[config.mk]
export PLATFORM = sky130hd
export DESIGN_NAME = mips_instruction_category_stage
export DESIGN_NICKNAME = d
export VERILOG_FILES = /design/src/rtl/mips_instruction_category_stage.sv
export SDC_FILE = /design/constraint.sdc
export NUM_CORES = 1
export LEC_CHECK = 0
export CAP_MARGIN = 20
export CORE_ASPECT_RATIO = 1.5
export CORE_MARGIN = 5
export CORE_UTILIZATION = 45
export CTS_BUF_LIST = sky130_fd_sc_hd__clkbuf_16
export DETAILED_ROUTE_END_ITERATION = 6
export DONT_BUFFER_PORTS = 1
export PLACE_DENSITY_LB_ADDON = 0.1
export SYNTH_ARGS = -nofsm -noshare
export SYNTH_HDL_FRONTEND = slang
export SYNTH_SLANG_ARGS = --single-unit
[constraint.sdc]
create_clock -name clock -period 13 [get_ports clock]
set_input_delay 2.6 -clock clock [delete_from_list [all_inputs] [get_ports clock]]
set_output_delay 2.6 -clock clock [all_outputs]
set_load 0.05 [all_outputs]
[src/rtl/mips_instruction_category_stage.sv]
// Multi-lane MIPS instruction categoriser: registered decode behind a
// 2-entry skid buffer, plus saturating per-category retirement counters.
module mips_instruction_category_stage #(
  parameter int LANES       = 1,
  parameter int COUNT_WIDTH = 16
) (
  input  logic                   clock,
  input  logic                   reset,
  input  logic                   inValid,
  output logic                   inReady,
  input  logic [LANES*32-1:0]    inInstr,
  input  logic [LANES-1:0]       inLaneValid,
  output logic                   outValid,
  input  logic                   outReady,
  output logic [LANES*32-1:0]    outInstr,
  output logic [LANES-1:0]       outLaneValid,
  output logic [LANES*14-1:0]    outCategory,
  input  logic                   countClear,
  input  logic [3:0]             countSel,
  output logic [COUNT_WIDTH-1:0] countValue
);

  localparam int NCAT = 14;
  localparam int IW   = LANES * 32;
  localparam int CWD  = LANES * NCAT;
  localparam int SW   = COUNT_WIDTH + 4;

  localparam logic [SW-1:0] SAT = {4'b0, {COUNT_WIDTH{1'b1}}};

  function automatic logic [13:0] decode(
    input logic [31:0] ins
  );
    logic [5:0]  op;
    logic [5:0]  fn;
    logic        rt4;
    logic        r;
    logic [13:0] c;
    op  = ins[31:26];
    fn  = ins[5:0];
    rt4 = ins[20];
    r   = (op == 6'b000000);
    c   = '0;
    c[0]  = r;
    c[1]  = !r;
    c[2]  = (r && fn[5:3] == 3'b001)
         || (!r && op[5:1] == 5'b00001);
    c[3]  = (op == 6'b000001)
         || (op[5:2] == 4'b0001);
    c[4]  = (op == 6'b000011)
         || (r && fn == 6'b001001)
         || (op == 6'b000001 && rt4);
    c[5]  = r && fn[5:3] == 3'b000;
    c[6]  = r && fn[5:2] == 4'b0001;
    c[7]  = r && fn[5:3] == 3'b010;
    c[8]  = r && fn[5:3] == 3'b011;
    c[9]  = (r && fn[5:3] == 3'b101)
         || (op[5:1] == 5'b00101);
    c[10] = (r && fn[5:2] == 4'b1001)
         || (op[5:2] == 4'b0011);
    c[11] = (r && fn[5:2] == 4'b1000)
         || (op[5:1] == 5'b00100);
    c[12] = op[5:3] == 3'b100;
    c[13] = op[5:3] == 3'b101;
    return c;
  endfunction

  logic           main_vld_q, main_vld_d;
  logic [IW-1:0]  main_ins_q, main_ins_d;
  logic [LANES-1:0] main_lv_q, main_lv_d;
  logic [CWD-1:0] main_cat_q, main_cat_d;

  logic           skid_vld_q, skid_vld_d;
  logic [IW-1:0]  skid_ins_q, skid_ins_d;
  logic [LANES-1:0] skid_lv_q, skid_lv_d;
  logic [CWD-1:0] skid_cat_q, skid_cat_d;

  logic [COUNT_WIDTH-1:0] cnt_q [NCAT];
  logic [COUNT_WIDTH-1:0] cnt_d [NCAT];
  logic [COUNT_WIDTH-1:0] cv_q, cv_d;

  logic [CWD-1:0] in_cat;
  logic           in_fire;
  logic           out_fire;
  logic [3:0]     inc [NCAT];
  logic [SW-1:0]  sum;

  assign inReady      = !skid_vld_q;
  assign outValid     = main_vld_q;
  assign outInstr     = main_ins_q;
  assign outLaneValid = main_lv_q;
  assign outCategory  = main_cat_q;
  assign countValue   = cv_q;

  assign in_fire  = inValid && !skid_vld_q;
  assign out_fire = main_vld_q && outReady;

  always_comb begin
    in_cat = '0;
    for (int i = 0; i < LANES; i++) begin
      in_cat[14*i +: 14] = decode(inInstr[32*i +: 32]);
    end
  end

  // Main refills when it drains or is empty; skid catches one beat of stall.
  always_comb begin
    main_vld_d = main_vld_q;
    main_ins_d = main_ins_q;
    main_lv_d  = main_lv_q;
    main_cat_d = main_cat_q;
    skid_vld_d = skid_vld_q;
    skid_ins_d = skid_ins_q;
    skid_lv_d  = skid_lv_q;
    skid_cat_d = skid_cat_q;
    if (out_fire || !main_vld_q) begin
      if (skid_vld_q) begin
        main_vld_d = 1'b1;
        main_ins_d = skid_ins_q;
        main_lv_d  = skid_lv_q;
        main_cat_d = skid_cat_q;
        skid_vld_d = 1'b0;
      end else if (in_fire) begin
        main_vld_d = 1'b1;
        main_ins_d = inInstr;
        main_lv_d  = inLaneValid;
        main_cat_d = in_cat;
      end else begin
        main_vld_d = 1'b0;
      end
    end else if (in_fire) begin
      skid_vld_d = 1'b1;
      skid_ins_d = inInstr;
      skid_lv_d  = inLaneValid;
      skid_cat_d = in_cat;
    end
  end

  always_comb begin
    sum = '0;
    for (int c = 0; c < NCAT; c++) begin
      inc[c] = '0;
      for (int i = 0; i < LANES; i++) begin
        if (main_lv_q[i] && main_cat_q[14*i+c]) begin
          inc[c] = inc[c] + 4'd1;
        end
      end
    end
    for (int c = 0; c < NCAT; c++) begin
      sum = {4'b0, cnt_q[c]} + {{COUNT_WIDTH{1'b0}}, inc[c]};
      if (countClear) begin
        cnt_d[c] = '0;
      end else if (!out_fire) begin
        cnt_d[c] = cnt_q[c];
      end else if (sum > SAT) begin
        cnt_d[c] = {COUNT_WIDTH{1'b1}};
      end else begin
        cnt_d[c] = sum[COUNT_WIDTH-1:0];
      end
    end
  end

  // Read port samples the pre-update counter value.
  always_comb begin
    cv_d = '0;
    for (int c = 0; c < NCAT; c++) begin
      if (countSel == 4'(c)) begin
        cv_d = cnt_q[c];
      end
    end
  end

  always_ff @(posedge clock or posedge reset) begin
    if (reset) begin
      main_vld_q <= 1'b0;
      main_ins_q <= '0;
      main_lv_q  <= '0;
      main_cat_q <= '0;
      skid_vld_q <= 1'b0;
      skid_ins_q <= '0;
      skid_lv_q  <= '0;
      skid_cat_q <= '0;
      cv_q       <= '0;
      for (int c = 0; c < NCAT; c++) begin
        cnt_q[c] <= '0;
      end
    end else begin
      main_vld_q <= main_vld_d;
      main_ins_q <= main_ins_d;
      main_lv_q  <= main_lv_d;
      main_cat_q <= main_cat_d;
      skid_vld_q <= skid_vld_d;
      skid_ins_q <= skid_ins_d;
      skid_lv_q  <= skid_lv_d;
      skid_cat_q <= skid_cat_d;
      cv_q       <= cv_d;
      for (int c = 0; c < NCAT; c++) begin
        cnt_q[c] <= cnt_d[c];
      end
    end
  end

endmodule

==> impl_metrics.tcl, run 1 <==
set metrics [dict create \
    ys_ff_latch 336 \
    p_per_area_mw_per_mm2 122 \
    path_cells "buf_4 -> inv_1" \
    yosysUniqueCellTypes 81 \
    layout-drive-gt1-share 0.0589 \
    ctsHtreeMaxLevel 2 \
    fin_cells 2634 \
    outcome "finished with violations" \
    synthArstFlopShare 1.00 \
    worstSetupEndpointType "output pin" \
    drt_iter0_markers 1228 \
    p_switching_mw 0.716 \
    area_delta_synth_final_pct 8.10 \
    cp_slowest_cell "buf_4" \
    clk_latency_ns 0.54 \
    tns_ns 0 \
    vdd_ir_drop_max_mv 0.0960 \
    combPwrFrac 0.076 \
    mostFrequentLayoutCell "dfrtp_1" \
    synth_ff_type "dfrtp_1" \
    critPathLaunchType "register" \
    die_height_um 261 \
    routed_wl_um 59300 \
    p_clk_frac 0.427 \
    worst_pin_slew_ns 1.05 \
    slew_violations 0 \
    synth-edff-count 0 \
    yosys-top-cells-area "dfrtp_1 (44%), nand2_1 (4.9%), o21ai_0 (4.9%)" \
    syn-instance-count 2124 \
    violations "DRC" \
    arrival_ns 2.17 \
    cts_num_sinks 336 \
    die_w_um 177 \
    layout_common_cells "dfrtp_1 (335), nand2_1 (248), o21ai_0 (185), nor2_1 (157), a21oi_1 (149)" \
    io_pins 107 \
    port_buffers 0 \
    num-fill-cells 4007 \
    drc 9 \
    p_leak_nw 8.43 \
    clk_pin_slew_ns 0.06 \
    placedCellCount 2565 \
    setup_viol 0 \
    max_freq_mhz 210 \
    min_path_type "register to register" \
    synth_area_sq_mm 0.0189 \
    syn_avg_cell_area_sq_um 8.91 \
    dieArea_sq_mm 0.0463 \
    period_needed_ns 4.77 \
    yosysSeqAreaShare 0.445 \
    globalRoute.totalOverflow 0 \
    required_ns 10.40 \
    place_hpwl_um 40900 \
    cpPeakStageDelay_ns 0.68 \
    multi_input_area_sq_mm 0.00981 \
    antenna_found_initial 0 \
    nNetsFinal 2111 \
    ant_nets 0 \
    cts_setup_buffers 0 \
    maxCapViolations 0 \
    grt_max_degree 157 \
    vias 16400 \
    clk_root_buffer_cell "clkbuf_16" \
    rows 92 \
    finalCritPeriodShare 0.367 \
    p_seq_frac 0.497 \
    crit_fanout 59 \
    numCtsBuffers 37 \
    max_slew_margin 0.290 \
    syn-num-nets 2194 \
    first_pass_iters 7 \
    cts_buffer_depth 3 \
    grt_pass1_wl_um 94500 \
    hold_buffers 0 \
    core_region_area_sq_mm 0.0418 \
    yosys.area.top_type_share 0.445 \
    initial_core_util 0.453 \
    rsz0062_at_grt "false" \
    critPathKind "register to output pin" \
    finClkSkew_ns 0.00847 \
    wire_per_inst_um 22.5 \
    via_per_inst 6.24 \
    cts_tree "done" \
    gp_congestion 0.887 \
    hold_viol 0 \
    antenna_cells 0 \
    grt_pass1_vias 16300 \
    intPower_mw 1.78 \
    p_sw_frac 0.287 \
    yosys_warnings 0 \
    seqCellArea_sq_mm 0.00841 \
    ctsResizeCount 0 \
    power_mw 2.50 \
    yosys.area.top_type "dfrtp_1" \
    gr-usage-all-layers 0.255 \
]
-- final cells by class --
cell class,instances,area share
Multi-Input combinational cell,1605,0.480
Clock inverter,29,0.0115
Timing Repair Buffer,12,0.00600
Tap cell,564,0.0345
Clock buffer,39,0.0477
Inverter,49,0.00936
Sequential cell,336,0.411
-- through the flow --
step | cell area (sq um) | hold WS, ns | worst slack (ns) | utilization
floorplan | 18900 | 0.442 | 1.09 | -
global placement | 19200 | 0.454 | 7.99 | 0.460
detailed placement | 19200 | 0.464 | 7.97 | 0.460
CTS | 20400 | 0.478 | 8.20 | 0.489
global route | 20400 | 0.493 | 8.11 | 0.489
finish | 20400 | 0.473 | 8.23 | 0.489
-- worst paths after layout --
path	from	endpoint	slack, ns	depth (start not counted)
setup reg to reg	outLaneValid	cnt_q[77]	9.04	7
max in group asynchronous	reset	cnt_q[60]	8.92	4
setup / recovery	skid_vld_q	inReady	8.23	2
min in group asynchronous	reset	outInstr[31]	1.98	1
hold reg to reg	skid_ins_q[29]	skid_ins_q[29]	0.47	2
hold / removal	skid_ins_q[29]	skid_ins_q[29]	0.47	2
-- power groups by stage --
| stage | Combinational [mW] | Sequential, mW | Clock (mW) |
|---|---|---|---|
| detailed placement | 0.190 | 1.26 | 0 |
| floorplan | 0.160 | 1.24 | 0 |
| global placement | 0.185 | 1.26 | 0 |
| global route | 0.217 | 1.25 | 1.13 |
| finish | 0.189 | 1.24 | 1.07 |
| CTS | 0.190 | 1.25 | 1.10 |
-- synthesized netlist by cell type, types with 16 or more instances --
cell        n
o21ai_0   185
o22ai_1    24
a31oi_1    52
and2_1     35
ha_1       28
nand4_1    44
a21oi_1   149
a221oi_1   16
a211oi_1   55
dfrtp_1   336
nand2_1   249
clkbuf_1  108
a311oi_1   24
inv_1      48
nor4_1     18
mux2i_1    74
nor2_1    157
nor3_1     99
nand3_1    83
and4_1     47
and3_1     56
-- metal layers --
layer  wire, um  track usage  vias up
met5          0            0        -
met4       3010        0.112        0
met3       3940       0.0533      136
met2      29200        0.438      527
met1      23100        0.309     7998
li1           -            -     7769
-- cell families after synthesis --
kind of cell,Yosys count,share of synthesized area
AND/OR/NAND/NOR,863,0.231
multiplexers,99,0.0628
buffers and inverters,183,0.0381
flip-flops,336,0.445
AO/OA/AOI/OAI,615,0.205
adder cells (fa/ha/maj),28,0.0185
-- worst max-delay path, delay by kind of cell (launching register included) --
kind	cells	cell delay [ns]
buffers and inverters	2	1.26
DFF	1	0.34
-- registers in the layout, summed over array words and instances, names as in the netlist, 14 cells and up --
register and flops:
cnt_q 224, countValue 16, outCategory 14, outInstr 32
skid_cat_q 14, skid_ins_q 32
Note: power is estimated with default switching activity, not from simulation.
==> run 2, diff against run 1 <==
==> constraint.sdc (replaced) <==
create_clock -name clock -period 4.3 [get_ports clock]
set_input_delay 0.86 -clock clock [delete_from_list [all_inputs] [get_ports clock]]
set_output_delay 0.86 -clock clock [all_outputs]
set_load 0.05 [all_outputs]
==> impl_metrics.tcl, run 2 (same netlist as run 1, synthesis figures left out) <==
set metrics [dict create \
    largest_reg_flops 224 \
    routed_wl_um 59200 \
    ant_nets 0 \
    antenna_cells 0 \
    clk_latency_ns 0.54 \
    gp_congestion 0.910 \
    critPathLaunchType "register" \
    finalCritPeriodShare 0.798 \
    dp_slack_ns 0.974 \
    r2r_end "cnt_q[77]" \
    placed_area_sq_mm 0.0193 \
    fin_ws_ns 0.869 \
    clk_pin_slew_ns 0.06 \
    cpPeakStageDelay_ns 0.74 \
    cts_buffer_depth 3 \
    layout-drive-gt1-share 0.0611 \
    die_w_um 177 \
    grt_pass1_vias 16200 \
    utilization 0.490 \
    met3_length_um 3590 \
    critPathKind "register to register" \
    cts_num_sinks 336 \
    arrival_ns 3.89 \
    slew_violations 0 \
    setup_viol 0 \
    cp_slowest_cell "nor4b_1" \
    port_buffers 0 \
    first_pass_iters 6 \
    min_path_type "input port to asynchronous set/reset pin" \
    p_per_area_mw_per_mm2 362 \
    r2r-start "outCategory[9]" \
    rsz0062_at_grt "false" \
    num-fill-cells 4021 \
    cp-endpoint "cnt_q[77]" \
    vias 16600 \
    holdWs_ns 0.295 \
    area_delta_synth_final_pct 8.30 \
    gr-usage-all-layers 0.256 \
    worstSetupEndpointType "register" \
    path_cells "and2_1 -> ha_1 -> nand3_1 -> nor4b_1 -> nand4_1 -> a41o_1 -> a21oi_1" \
    initial_core_util 0.453 \
    drc 0 \
    required_ns 4.76 \
    cts_setup_buffers 0 \
    antenna_found_initial 0 \
    vdd_ir_drop_max_mv 0.353 \
    power_mw 7.42 \
    maxCapViolations 0 \
    mostFrequentLayoutCell "dfrtp_1" \
    globalRoute.totalOverflow 0 \
    ctsResizeCount 0 \
    place_hpwl_um 41900 \
    rows 92 \
    numCtsBuffers 38 \
    hold_viol 0 \
    cts_tree "done" \
    startpoint "outCategory[9]" \
    via_per_inst 6.28 \
    met2WireLength_um 29900 \
    wire_per_inst_um 22.4 \
    drt_iter0_markers 1305 \
    core_region_area_sq_mm 0.0418 \
    dieArea_sq_mm 0.0463 \
    hold_buffers 0 \
    grt_max_degree 157 \
    max_slew_margin 0.344 \
    period_needed_ns 3.43 \
    ff2ff_path_depth 7 \
    r2r_slack_ns 0.87 \
    p_leak_nw 8.46 \
    regMostFlops "cnt_q" \
    route.layer.met1.wl_um 23200 \
    clk_root_buffer_cell "clkbuf_16" \
    finClkSkew_ns 0.0130 \
    worst_pin_slew_ns 0.975 \
    outcome "finished clean" \
    final_area_sq_mm 0.0205 \
    grt_pass1_wl_um 94900 \
    ctsHtreeMaxLevel 2 \
    highest_layer "met4" \
    nNetsFinal 2120 \
    crit_fanout 15 \
    max_freq_mhz 291 \
    die_height_um 261 \
    io_pins 107 \
    layout_common_cells "dfrtp_1 (335), nand2_1 (248), o21ai_0 (185), nor2_1 (157), a21oi_1 (149)" \
]
[run 2: changes by cell type in the layout (fill, tap and decap cells not counted), sizes merged]
cell and delta:
buf +8, clkinv -6, inv +5, clkinvlp +3, bufinv -2, clkbuf -1
[run 2: worst max-delay path, delay by kind of cell, from the launching register on]
| family | cells | cell delay, ns |
|---|---|---|
| adders and majority gates | 1 | 0.19 |
| and+or+nand+nor | 4 | 1.89 |
| DFF | 1 | 0.68 |
| AOI/OAI and AO/OA | 2 | 0.59 |
[run 2: worst min path at each step]
stage	startpoint	endpoint	slack, ns	cells past startpoint
2_1_floorplan	skid_cat_q[10]	skid_cat_q[10]	0.44	2
3_3_place_gp	skid_cat_q[11]	skid_cat_q[11]	0.45	2
6_report	reset	skid_cat_q[12]	0.30	2
3_5_place_dp	skid_cat_q[7]	skid_cat_q[7]	0.46	2
5_1_grt	reset	cnt_q[140]	0.30	2
4_1_cts	countClear	cnt_q[186]	0.37	1
[run 2: power breakdown]
part | internal (mW) | leakage, nW | switching, mW
combinational | 0.199 | 3.32 | 0.396
sequential | 3.32 | 4.55 | 0.429
clock | 1.73 | 0.595 | 1.35
total | 5.25 | 8.46 | 2.17
[run 2: cell type report]
cell class                      instances  area (sq um)  share of cell area
Timing Repair Buffer                   20           225              0.0110
Tap cell                              564           706              0.0344
Inverter                               49           188             0.00916
Sequential cell                       336          8410               0.410
Multi-Input combinational cell       1605          9810               0.479
Clock buffer                           38           951              0.0464
Clock inverter                         29           199             0.00971
[run 2: layer usage]
layer,global-route usage,up-vias
li1,-,7796
met1,0.311,8129
met2,0.448,549
met3,0.0494,120
met4,0.101,0
met5,0,-
[run 2: through the flow]
step,cells,setup TNS [ns]
finish,2641,0
global route,2641,0
CTS,2640,0
detailed placement,2573,0
global placement,2573,0
floorplan,2124,-353.00
